## config.mk

```make
export PLATFORM = sky130hd
export DESIGN_NAME = pcs_10g_dec_lite
export DESIGN_NICKNAME = d
export VERILOG_FILES = /design/src/rtl/pcs_10g_dec_lite.sv
export SDC_FILE = /design/constraint.sdc
export NUM_CORES = 1
export LEC_CHECK = 0
export CAP_MARGIN = 20
export CORE_UTILIZATION = 47
export DETAILED_ROUTE_END_ITERATION = 10
export PLACE_DENSITY = 0.85
export SLEW_MARGIN = 20
export SYNTH_ARGS = -nofsm -noshare
export SYNTH_HDL_FRONTEND = slang
export SYNTH_SLANG_ARGS = --single-unit
```

## constraint.sdc

```tcl
create_clock -name clk -period 5.2 [get_ports clk]
set_clock_uncertainty 0.2 [all_clocks]
set_input_delay 0.52 -clock clk [delete_from_list [all_inputs] [get_ports clk]]
set_output_delay 0.52 -clock clk [all_outputs]
set_load 0.05 [all_outputs]
```

## src/rtl/pcs_10g_dec_lite.sv

```systemverilog
// 64b/66b receive decoder (lite): turns descrambled 66-bit blocks into
// XGMII-style per-block flags, data and byte keep. It tracks packet sequencing
// and keeps a saturating count of errored blocks. Latency is one cycle.
module pcs_10g_dec_lite #(
    parameter int unsigned XGMII_DATA_W = 64,
    parameter int unsigned XGMII_KEEP_W = 8,
    parameter int unsigned BLOCK_TYPE_W = 8,
    parameter int unsigned ERR_CNT_W    = 16
) (
    input  logic                    clk,
    input  logic                    nreset,
    input  logic                    head_v_i,
    input  logic [1:0]              sync_head_i,
    input  logic [XGMII_DATA_W-1:0] data_i,
    output logic                    valid_o,
    output logic                    ctrl_v_o,
    output logic                    idle_v_o,
    output logic                    start_o,
    output logic                    term_o,
    output logic                    err_o,
    output logic [XGMII_DATA_W-1:0] data_o,
    output logic [XGMII_KEEP_W-1:0] keep_o,
    output logic [ERR_CNT_W-1:0]    err_cnt_o
);

    localparam logic [1:0] SYNC_DATA = 2'b01;
    localparam logic [1:0] SYNC_CTRL = 2'b10;

    localparam logic [BLOCK_TYPE_W-1:0] TYPE_IDLE  = BLOCK_TYPE_W'(8'h1e);
    localparam logic [BLOCK_TYPE_W-1:0] TYPE_START = BLOCK_TYPE_W'(8'h78);

    typedef enum logic { RX_IDLE, RX_DATA } rx_state_e;
    typedef enum logic [2:0] { BLK_DATA, BLK_IDLE, BLK_START, BLK_TERM, BLK_BAD } blk_kind_e;

    rx_state_e               state_q, state_d;
    logic                    valid_q, valid_d;
    logic                    ctrl_v_q, ctrl_v_d;
    logic                    idle_v_q, idle_v_d;
    logic                    start_q, start_d;
    logic                    term_q, term_d;
    logic                    err_q, err_d;
    logic [XGMII_DATA_W-1:0] data_q, data_d;
    logic [XGMII_KEEP_W-1:0] keep_q, keep_d;
    logic [ERR_CNT_W-1:0]    err_cnt_q, err_cnt_d;

    blk_kind_e               blk_kind;
    logic                    blk_ctrl;
    logic [XGMII_DATA_W-1:0] blk_data;
    logic [XGMII_KEEP_W-1:0] blk_keep;
    logic [BLOCK_TYPE_W-1:0] blk_type;
    logic                    all_idle;
    logic                    is_term;
    logic [2:0]              term_lanes;
    logic [XGMII_DATA_W-1:0] term_data;
    logic                    seq_err;

    // Classify the incoming block and build its decoded data/keep.
    always_comb begin
        blk_type = data_i[BLOCK_TYPE_W-1:0];

        all_idle = 1'b1;
        for (int unsigned i = 0; i < 8; i++) begin
            if (data_i[8 + 7*i +: 7] != 7'h07) begin
                all_idle = 1'b0;
            end
        end

        is_term    = 1'b1;
        term_lanes = 3'd0;
        case (blk_type)
            BLOCK_TYPE_W'(8'h87): term_lanes = 3'd0;
            BLOCK_TYPE_W'(8'h99): term_lanes = 3'd1;
            BLOCK_TYPE_W'(8'haa): term_lanes = 3'd2;
            BLOCK_TYPE_W'(8'hb4): term_lanes = 3'd3;
            BLOCK_TYPE_W'(8'hcc): term_lanes = 3'd4;
            BLOCK_TYPE_W'(8'hd2): term_lanes = 3'd5;
            BLOCK_TYPE_W'(8'he1): term_lanes = 3'd6;
            BLOCK_TYPE_W'(8'hff): term_lanes = 3'd7;
            default:              is_term    = 1'b0;
        endcase

        term_data = '0;
        for (int unsigned i = 0; i < 7; i++) begin
            if (i < 32'(term_lanes)) begin
                term_data[8*i +: 8] = data_i[8*(i+1) +: 8];
            end
        end

        blk_kind = BLK_BAD;
        blk_ctrl = 1'b0;
        blk_data = '0;
        blk_keep = '0;
        case (sync_head_i)
            SYNC_DATA: begin
                blk_kind = BLK_DATA;
                blk_data = data_i;
                blk_keep = '1;
            end
            SYNC_CTRL: begin
                blk_ctrl = 1'b1;
                if (blk_type == TYPE_IDLE) begin
                    blk_kind = all_idle ? BLK_IDLE : BLK_BAD;
                end else if (blk_type == TYPE_START) begin
                    blk_kind = BLK_START;
                    blk_data = {data_i[XGMII_DATA_W-1:8], 8'hFB};
                    blk_keep = {{(XGMII_KEEP_W-1){1'b1}}, 1'b0};
                end else if (is_term) begin
                    blk_kind = BLK_TERM;
                    blk_data = term_data;
                    blk_keep = XGMII_KEEP_W'((32'd1 << term_lanes) - 32'd1);
                end
            end
            default: blk_kind = BLK_BAD;
        endcase
    end

    // Packet sequencing, output flag generation and error counting.
    always_comb begin
        state_d   = state_q;
        valid_d   = 1'b0;
        ctrl_v_d  = 1'b0;
        idle_v_d  = 1'b0;
        start_d   = 1'b0;
        term_d    = 1'b0;
        err_d     = 1'b0;
        data_d    = data_q;
        keep_d    = keep_q;
        err_cnt_d = err_cnt_q;
        seq_err   = 1'b0;

        if (head_v_i) begin
            valid_d  = 1'b1;
            ctrl_v_d = blk_ctrl;
            idle_v_d = (blk_kind == BLK_IDLE);
            start_d  = (blk_kind == BLK_START);
            term_d   = (blk_kind == BLK_TERM);
            data_d   = blk_data;
            keep_d   = blk_keep;

            case (state_q)
                RX_IDLE: begin
                    if (blk_kind == BLK_START) begin
                        state_d = RX_DATA;
                    end
                    seq_err = (blk_kind == BLK_DATA) || (blk_kind == BLK_TERM);
                end
                RX_DATA: begin
                    case (blk_kind)
                        BLK_DATA:  state_d = RX_DATA;
                        BLK_START: begin
                            state_d = RX_DATA;
                            seq_err = 1'b1;
                        end
                        BLK_IDLE: begin
                            state_d = RX_IDLE;
                            seq_err = 1'b1;
                        end
                        default:   state_d = RX_IDLE;
                    endcase
                end
                default: state_d = RX_IDLE;
            endcase

            err_d = (blk_kind == BLK_BAD) || seq_err;
            if (err_d && (err_cnt_q != '1)) begin
                err_cnt_d = err_cnt_q + ERR_CNT_W'(1);
            end
        end
    end

    // State and registered outputs; synchronous active-low reset.
    always_ff @(posedge clk) begin
        if (!nreset) begin
            state_q   <= RX_IDLE;
            valid_q   <= 1'b0;
            ctrl_v_q  <= 1'b0;
            idle_v_q  <= 1'b0;
            start_q   <= 1'b0;
            term_q    <= 1'b0;
            err_q     <= 1'b0;
            data_q    <= '0;
            keep_q    <= '0;
            err_cnt_q <= '0;
        end else begin
            state_q   <= state_d;
            valid_q   <= valid_d;
            ctrl_v_q  <= ctrl_v_d;
            idle_v_q  <= idle_v_d;
            start_q   <= start_d;
            term_q    <= term_d;
            err_q     <= err_d;
            data_q    <= data_d;
            keep_q    <= keep_d;
            err_cnt_q <= err_cnt_d;
        end
    end

    assign valid_o   = valid_q;
    assign ctrl_v_o  = ctrl_v_q;
    assign idle_v_o  = idle_v_q;
    assign start_o   = start_q;
    assign term_o    = term_q;
    assign err_o     = err_q;
    assign data_o    = data_q;
    assign keep_o    = keep_q;
    assign err_cnt_o = err_cnt_q;

endmodule

```

After elaboration in Yosys (flattened, before gate mapping)
Index checks and enable logic that the tools add are counted.
- add/sub/neg operators: 2
- multipliers: 0
- div/mod/pow operators: 0
- order comparisons: 7
- eq/ne operators: 25
- shifts and indexed selects: 1
- mux-type cells: 38
- bitwise gates (word level): 1
- reduce and logical (&&, ||, !) cells: 9
- operators with widths (kind ; number):
    $mux W64 ; 2
    $pmux W64 S2 ; 1
    $mux W8 ; 10
    $eq A8 B8 Y1 const B ; 8
    $mux W56 ; 1
    $ne A7 B3 Y1 const B ; 8
    $pmux W3 S7 ; 1
    $add A16 B1 Y16 const B ; 1
    $ne A16 B16 Y1 const B ; 1
    $pmux W8 S2 ; 1
    $mux W1 ; 15
    $mux W3 ; 4
    $lt A3 B3 Y1 const A ; 3
    $eq A8 B5 Y1 const B ; 1
    $eq A8 B7 Y1 const B ; 1
    $reduce_or A8 Y1 ; 1
    $shl A1 B3 Y8 const A ; 1
    $sub A8 B1 Y8 const B ; 1
    $eq A3 B2 Y1 const B ; 2
    $lt A1 B3 Y1 const A ; 2
    $lt A2 B3 Y1 const A ; 2
    $pmux W3 S2 ; 1
    $pmux W1 S2 ; 2
    $reduce_and A2 Y1 ; 2
    other kinds (9) ; 11
- flip-flop bits (word level): 95
- bits in latches: 0
- RAM bits: 0
- memory bits (read-only): 0
- input port bits: 69
- word-level logic and storage cells: 93
- memories: 0

Longest topological paths before layout
- depth after elaboration: 20
- gate-level depth with buffers: 11
- depth with buffers taken out: 9

Least setup slack after synthesis
No wires, ideal clock.
- path type: input -> register
- from: in data_i[6]
- to: reg err_cnt_q[14], in the netlist err_cnt_o[14]
- setup time: 0.071 ns
- arrival time: 2.987 ns
- data required time: 4.929 ns
- slack: 1.942 ns
- stages: 10
- cells stage by stage: clkbuf_1 or4_1 or4_4 nor4_4 mux2i_1 a2bb2oi_1 buf_6 buf_2 o21ai_1 a21oi_1
- word-level cells in the longest chain between the ends: 15
- elaborated cells between the ends (all ways): 29
- RTL lines (item ; RTL line ; text):
    from (decl) ; 14 ; input logic [XGMII_DATA_W-1:0] data_i,
    $eq A8 B8 Y1 ; 70 ; case (blk_type)
    $reduce_or A8 Y1 (no line) ; -- ;
    $mux W1 ; 70 ;
    $mux W3 ; 107 ; end else if (is_term) begin
    $mux W3 ; 103 ; end else if (blk_type == TYPE_START) begin
    $mux W3 (*) ; 101 ; if (blk_type == TYPE_IDLE) begin
    $pmux W3 S2 (*) ; 93 ; case (sync_head_i)
    $eq A3 B1 Y1 / $eq A3 B2 Y1 (equally long branches) ; 148 ; case (blk_kind)
    $reduce_or A2 Y1 (no line) ; -- ;
    $mux W1 ; 148 ;
    $pmux W1 S2 ; 140 ; case (state_q)
    $mux W1 ; 131 ; if (head_v_i) begin
    $logic_or A1 B1 Y1 (*) ; 164 ; err_d = (blk_kind == BLK_BAD) || seq_err;
    $logic_and A1 B1 Y1 (*) ; 165 ; if (err_d && (err_cnt_q != '1)) begin
    $reduce_and A2 Y1 (no line) (*) ; -- ;
    to (signal assigned) ; 194 ; err_cnt_q <= err_cnt_d;
    to (decl) ; 44 ; logic [ERR_CNT_W-1:0] err_cnt_q, err_cnt_d;
Every way passes the cells marked *; elsewhere a longest branch is shown, timed or not. The select of a mux whose other input is x is not followed.
A chain may end at the register's enable or synchronous reset.

Worst setup path after layout
- from: in data_i[0]
- to: reg err_cnt_q[8], in the netlist err_cnt_o[8]
Same word-level chain as after synthesis.

==> flow_summary.json <==
{
  "critPathMostFrequentCell": "or4_1",
  "violations": "DRC",
  "min_path_type": "flip-flop to flip-flop",
  "slew_headroom_pct": 34.1,
  "diodes": 0,
  "synthToLayoutAreaGrowth_pct": 45.9,
  "synth.avg_cell_area_sq_um": 9.08,
  "core_area_sq_um": 8720,
  "synthArstFlopShare_pct": 0,
  "dp_hpwl_mm": 10.5,
  "cp_slowest_cell": "or4_1",
  "dieArea_sq_um": 9420,
  "grt_pass1_wl_mm": 23.9,
  "finalSetupViolations": 0,
  "grt-ovfl-total": 0,
  "synth_area_sq_um": 4250,
  "clk_pin_slew_ns": 0.09,
  "vias_per_cell": 6.49,
  "drc": 5,
  "placed_area_sq_um": 5940,
  "worstSetupPathType": "input pin to flip-flop",
  "finalCritPeriodShare_pct": 70.2,
  "postCtsHoldBufs": 0,
  "synthMostInstantiatedCell": "dfxtp_1",
  "vdd_drop_max_mv": 0.174,
  "synth_seq_area_share_pct": 44.8,
  "largest_reg_flops": 64,
  "fin_area_sq_um": 6200,
  "num_vias": 4707,
  "outcome": "finished with violations",
  "r2r_slack_ns": 2.69,
  "antenna_found_initial": 0,
  "cts_root_buf": "clkbuf_8",
  "dr.pass1.iters": 11,
  "num_rows": 34,
  "cts_resized": 0,
  "cts_tree": "built",
  "clock-sinks": 95,
  "max_stage_delay_ns": 0.61,
  "p_int_w": 0.00121,
  "layout.cells.non_filler": 725,
  "synth.area.top_cells": "dfxtp_1, a222oi_1, nor2_1",
  "arrival_ns": 3.74,
  "netSwitchingFraction_pct": 25.2,
  "path_cells": "clkdlybuf4s50_1 -> or4_1 -> or4_4 -> nor4_4 -> mux2i_1 -> a2bb2oi_2 -> buf_4 -> or4_1 -> a21oi_1",
  "layout-drive-gt1-share_pct": 5.83,
  "maxSlewViolCount": 0,
  "switchingPower_w": 0.000407,
  "synth_cells": 468,
  "first_iter_violations": 527,
  "drv_cap": 0,
  "synthTopCellsByCount": "dfxtp_1, nor2_1, a222oi_1, clkbuf_1, a21oi_1",
  "cts_buffer_depth": 2,
  "tns_ns": 0,
  "synth_ff_type": "dfxtp_1",
  "cts_setup_buffers": 0,
  "first_global_vias": 4644,
  "synth_edf_count": 0,
  "fmax_mhz": 274,
  "cp_top_family": "simple AND/OR/NAND/NOR gates",
  "synth_top_cell_by_area": "dfxtp_1",
  "synth_top_cell_area_share_pct": 44.8,
  "portBuffers": 162,
  "numCtsBuffers": 9,
  "routedWlPerCell_um": 20.7,
  "ys_seq_elements": 95,
  "crit_buf_inv": 2,
  "p_leak_nw": 2.16,
  "grt_start_max_net_pins": 72,
  "wirelength_mm": 15.0,
  "cp_max_fo": 31,
  "ys_warn_count": 0,
  "tightestPinTransition_ns": 0.988,
  "clockPowerShare_pct": 39.2,
  "p_per_area_nw_per_um2": 261,
  "whs_ns": 0.280,
  "rsz0062_at_grt": "false",
  "dp.cells": 709,
  "ant_nets": 0,
  "crit_path_end_kind": "flip-flop",
  "start_kind": "input pin",
  "syn_nets": 540,
  "fp.dieH_um": 97.1,
  "post-place-ws_ns": 1.19,
  "fillCellCount": 647,
  "start_util_pct": 48.7,
  "ys_types": 50,
  "power_frac_seq_pct": 46.3,
  "fin_crit_ns": 3.65,
  "worst_slack_ns": 1.55,
  "grt_use_total_pct": 31.6,
  "cp.required_ns": 5.29,
  "htreeDepth": 3,
  "clk_latency_ns": 0.35,
  "combPwrFrac_pct": 14.5,
  "timing_hold_violations_final": 0,
  "die_w_um": 97.1,
  "place_congestion": 0.892,
  "io_pins": 163,
  "nNetsFinal": 684
}
cells by family (layout without fill, tap and decap cells):
group | Yosys count | count (layout) | synth area share (%)
AOI/OAI and AO/OA | 127 | 127 | 23.2
adders and majority gates | 3 | 3 | 0.884
buffers and inverters | 46 | 195 | 4.45
DFF | 95 | 95 | 44.8
muxes | 6 | 6 | 1.41
and+or+nand+nor | 191 | 191 | 25.3
area by class of cell:
type | instances | area [sq um] | area share [%]
Clock buffer | 11 | 131 | 2.12
Clock inverter | 5 | 129 | 2.08
Timing Repair Buffer | 170 | 1690 | 27.3
Multi-Input combinational cell | 327 | 2170 | 35.0
Inverter | 9 | 35.0 | 0.565
Tap cell | 108 | 135 | 2.18
Sequential cell | 95 | 1900 | 30.7
metrics by stage:
stage	util, %	power, W
after floorplan	-	0.000877
after global placement	68.1	0.000989
final	71.1	0.00161
after global routing	71.1	0.00166
after detailed placement	68.1	0.000993
after CTS	71.0	0.00161
layer usage:
| layer | up-vias | share of wire [%] | global-route usage (%) |
|---|---|---|---|
| met2 | 286 | 47 | 50.1 |
| li1 | 2124 | - | - |
| met5 | - | 0 | 0 |
| met4 | 0 | 3.1 | 13.8 |
| met3 | 46 | 11 | 10.4 |
| met1 | 2251 | 39 | 39.2 |
power groups by stage:
stage               registers, W  clock network [W]  logic (W)
floorplan               0.000807                  0  0.0000701
global placement        0.000764                  0   0.000225
detailed placement      0.000764                  0   0.000229
CTS                     0.000747           0.000635   0.000230
global route            0.000749           0.000669   0.000245
finish                  0.000748           0.000633   0.000234
worst register-to-register path: cells and delay by family (launching register included):
family	cells	cell delay, ns
AND/OR/NAND/NOR	6	1.76
flip-flops	1	0.35
AO/OA/AOI/OAI	1	0.14
cell usage in the layout (no fill, tap or decap), types with 6 or more instances in the layout:
cell type          n
o21ai_0            8
buf_4              7
and3_1             9
or3_1             10
clkbuf_8           9
nand3_1            9
o21ai_1            9
and4_1             6
nor2_1            74
mux2i_1            6
nor4b_1            7
a21oi_1           23
a222oi_1          47
dfxtp_1           95
clkdlybuf4s50_1  162
inv_1              7
a22oi_1           13
nand4_1           12
nand2_1           18
nor4bb_1           7
final timing paths:
path,from,cells past startpoint,end
setup reg to reg,err_cnt_o[7],7,err_cnt_o[8]
hold / removal,keep_o[0],2,keep_o[0]
setup / recovery,data_i[0],9,err_cnt_o[8]
hold reg to reg,keep_o[0],2,keep_o[0]
Note: power is estimated with default switching activity, not from simulation.
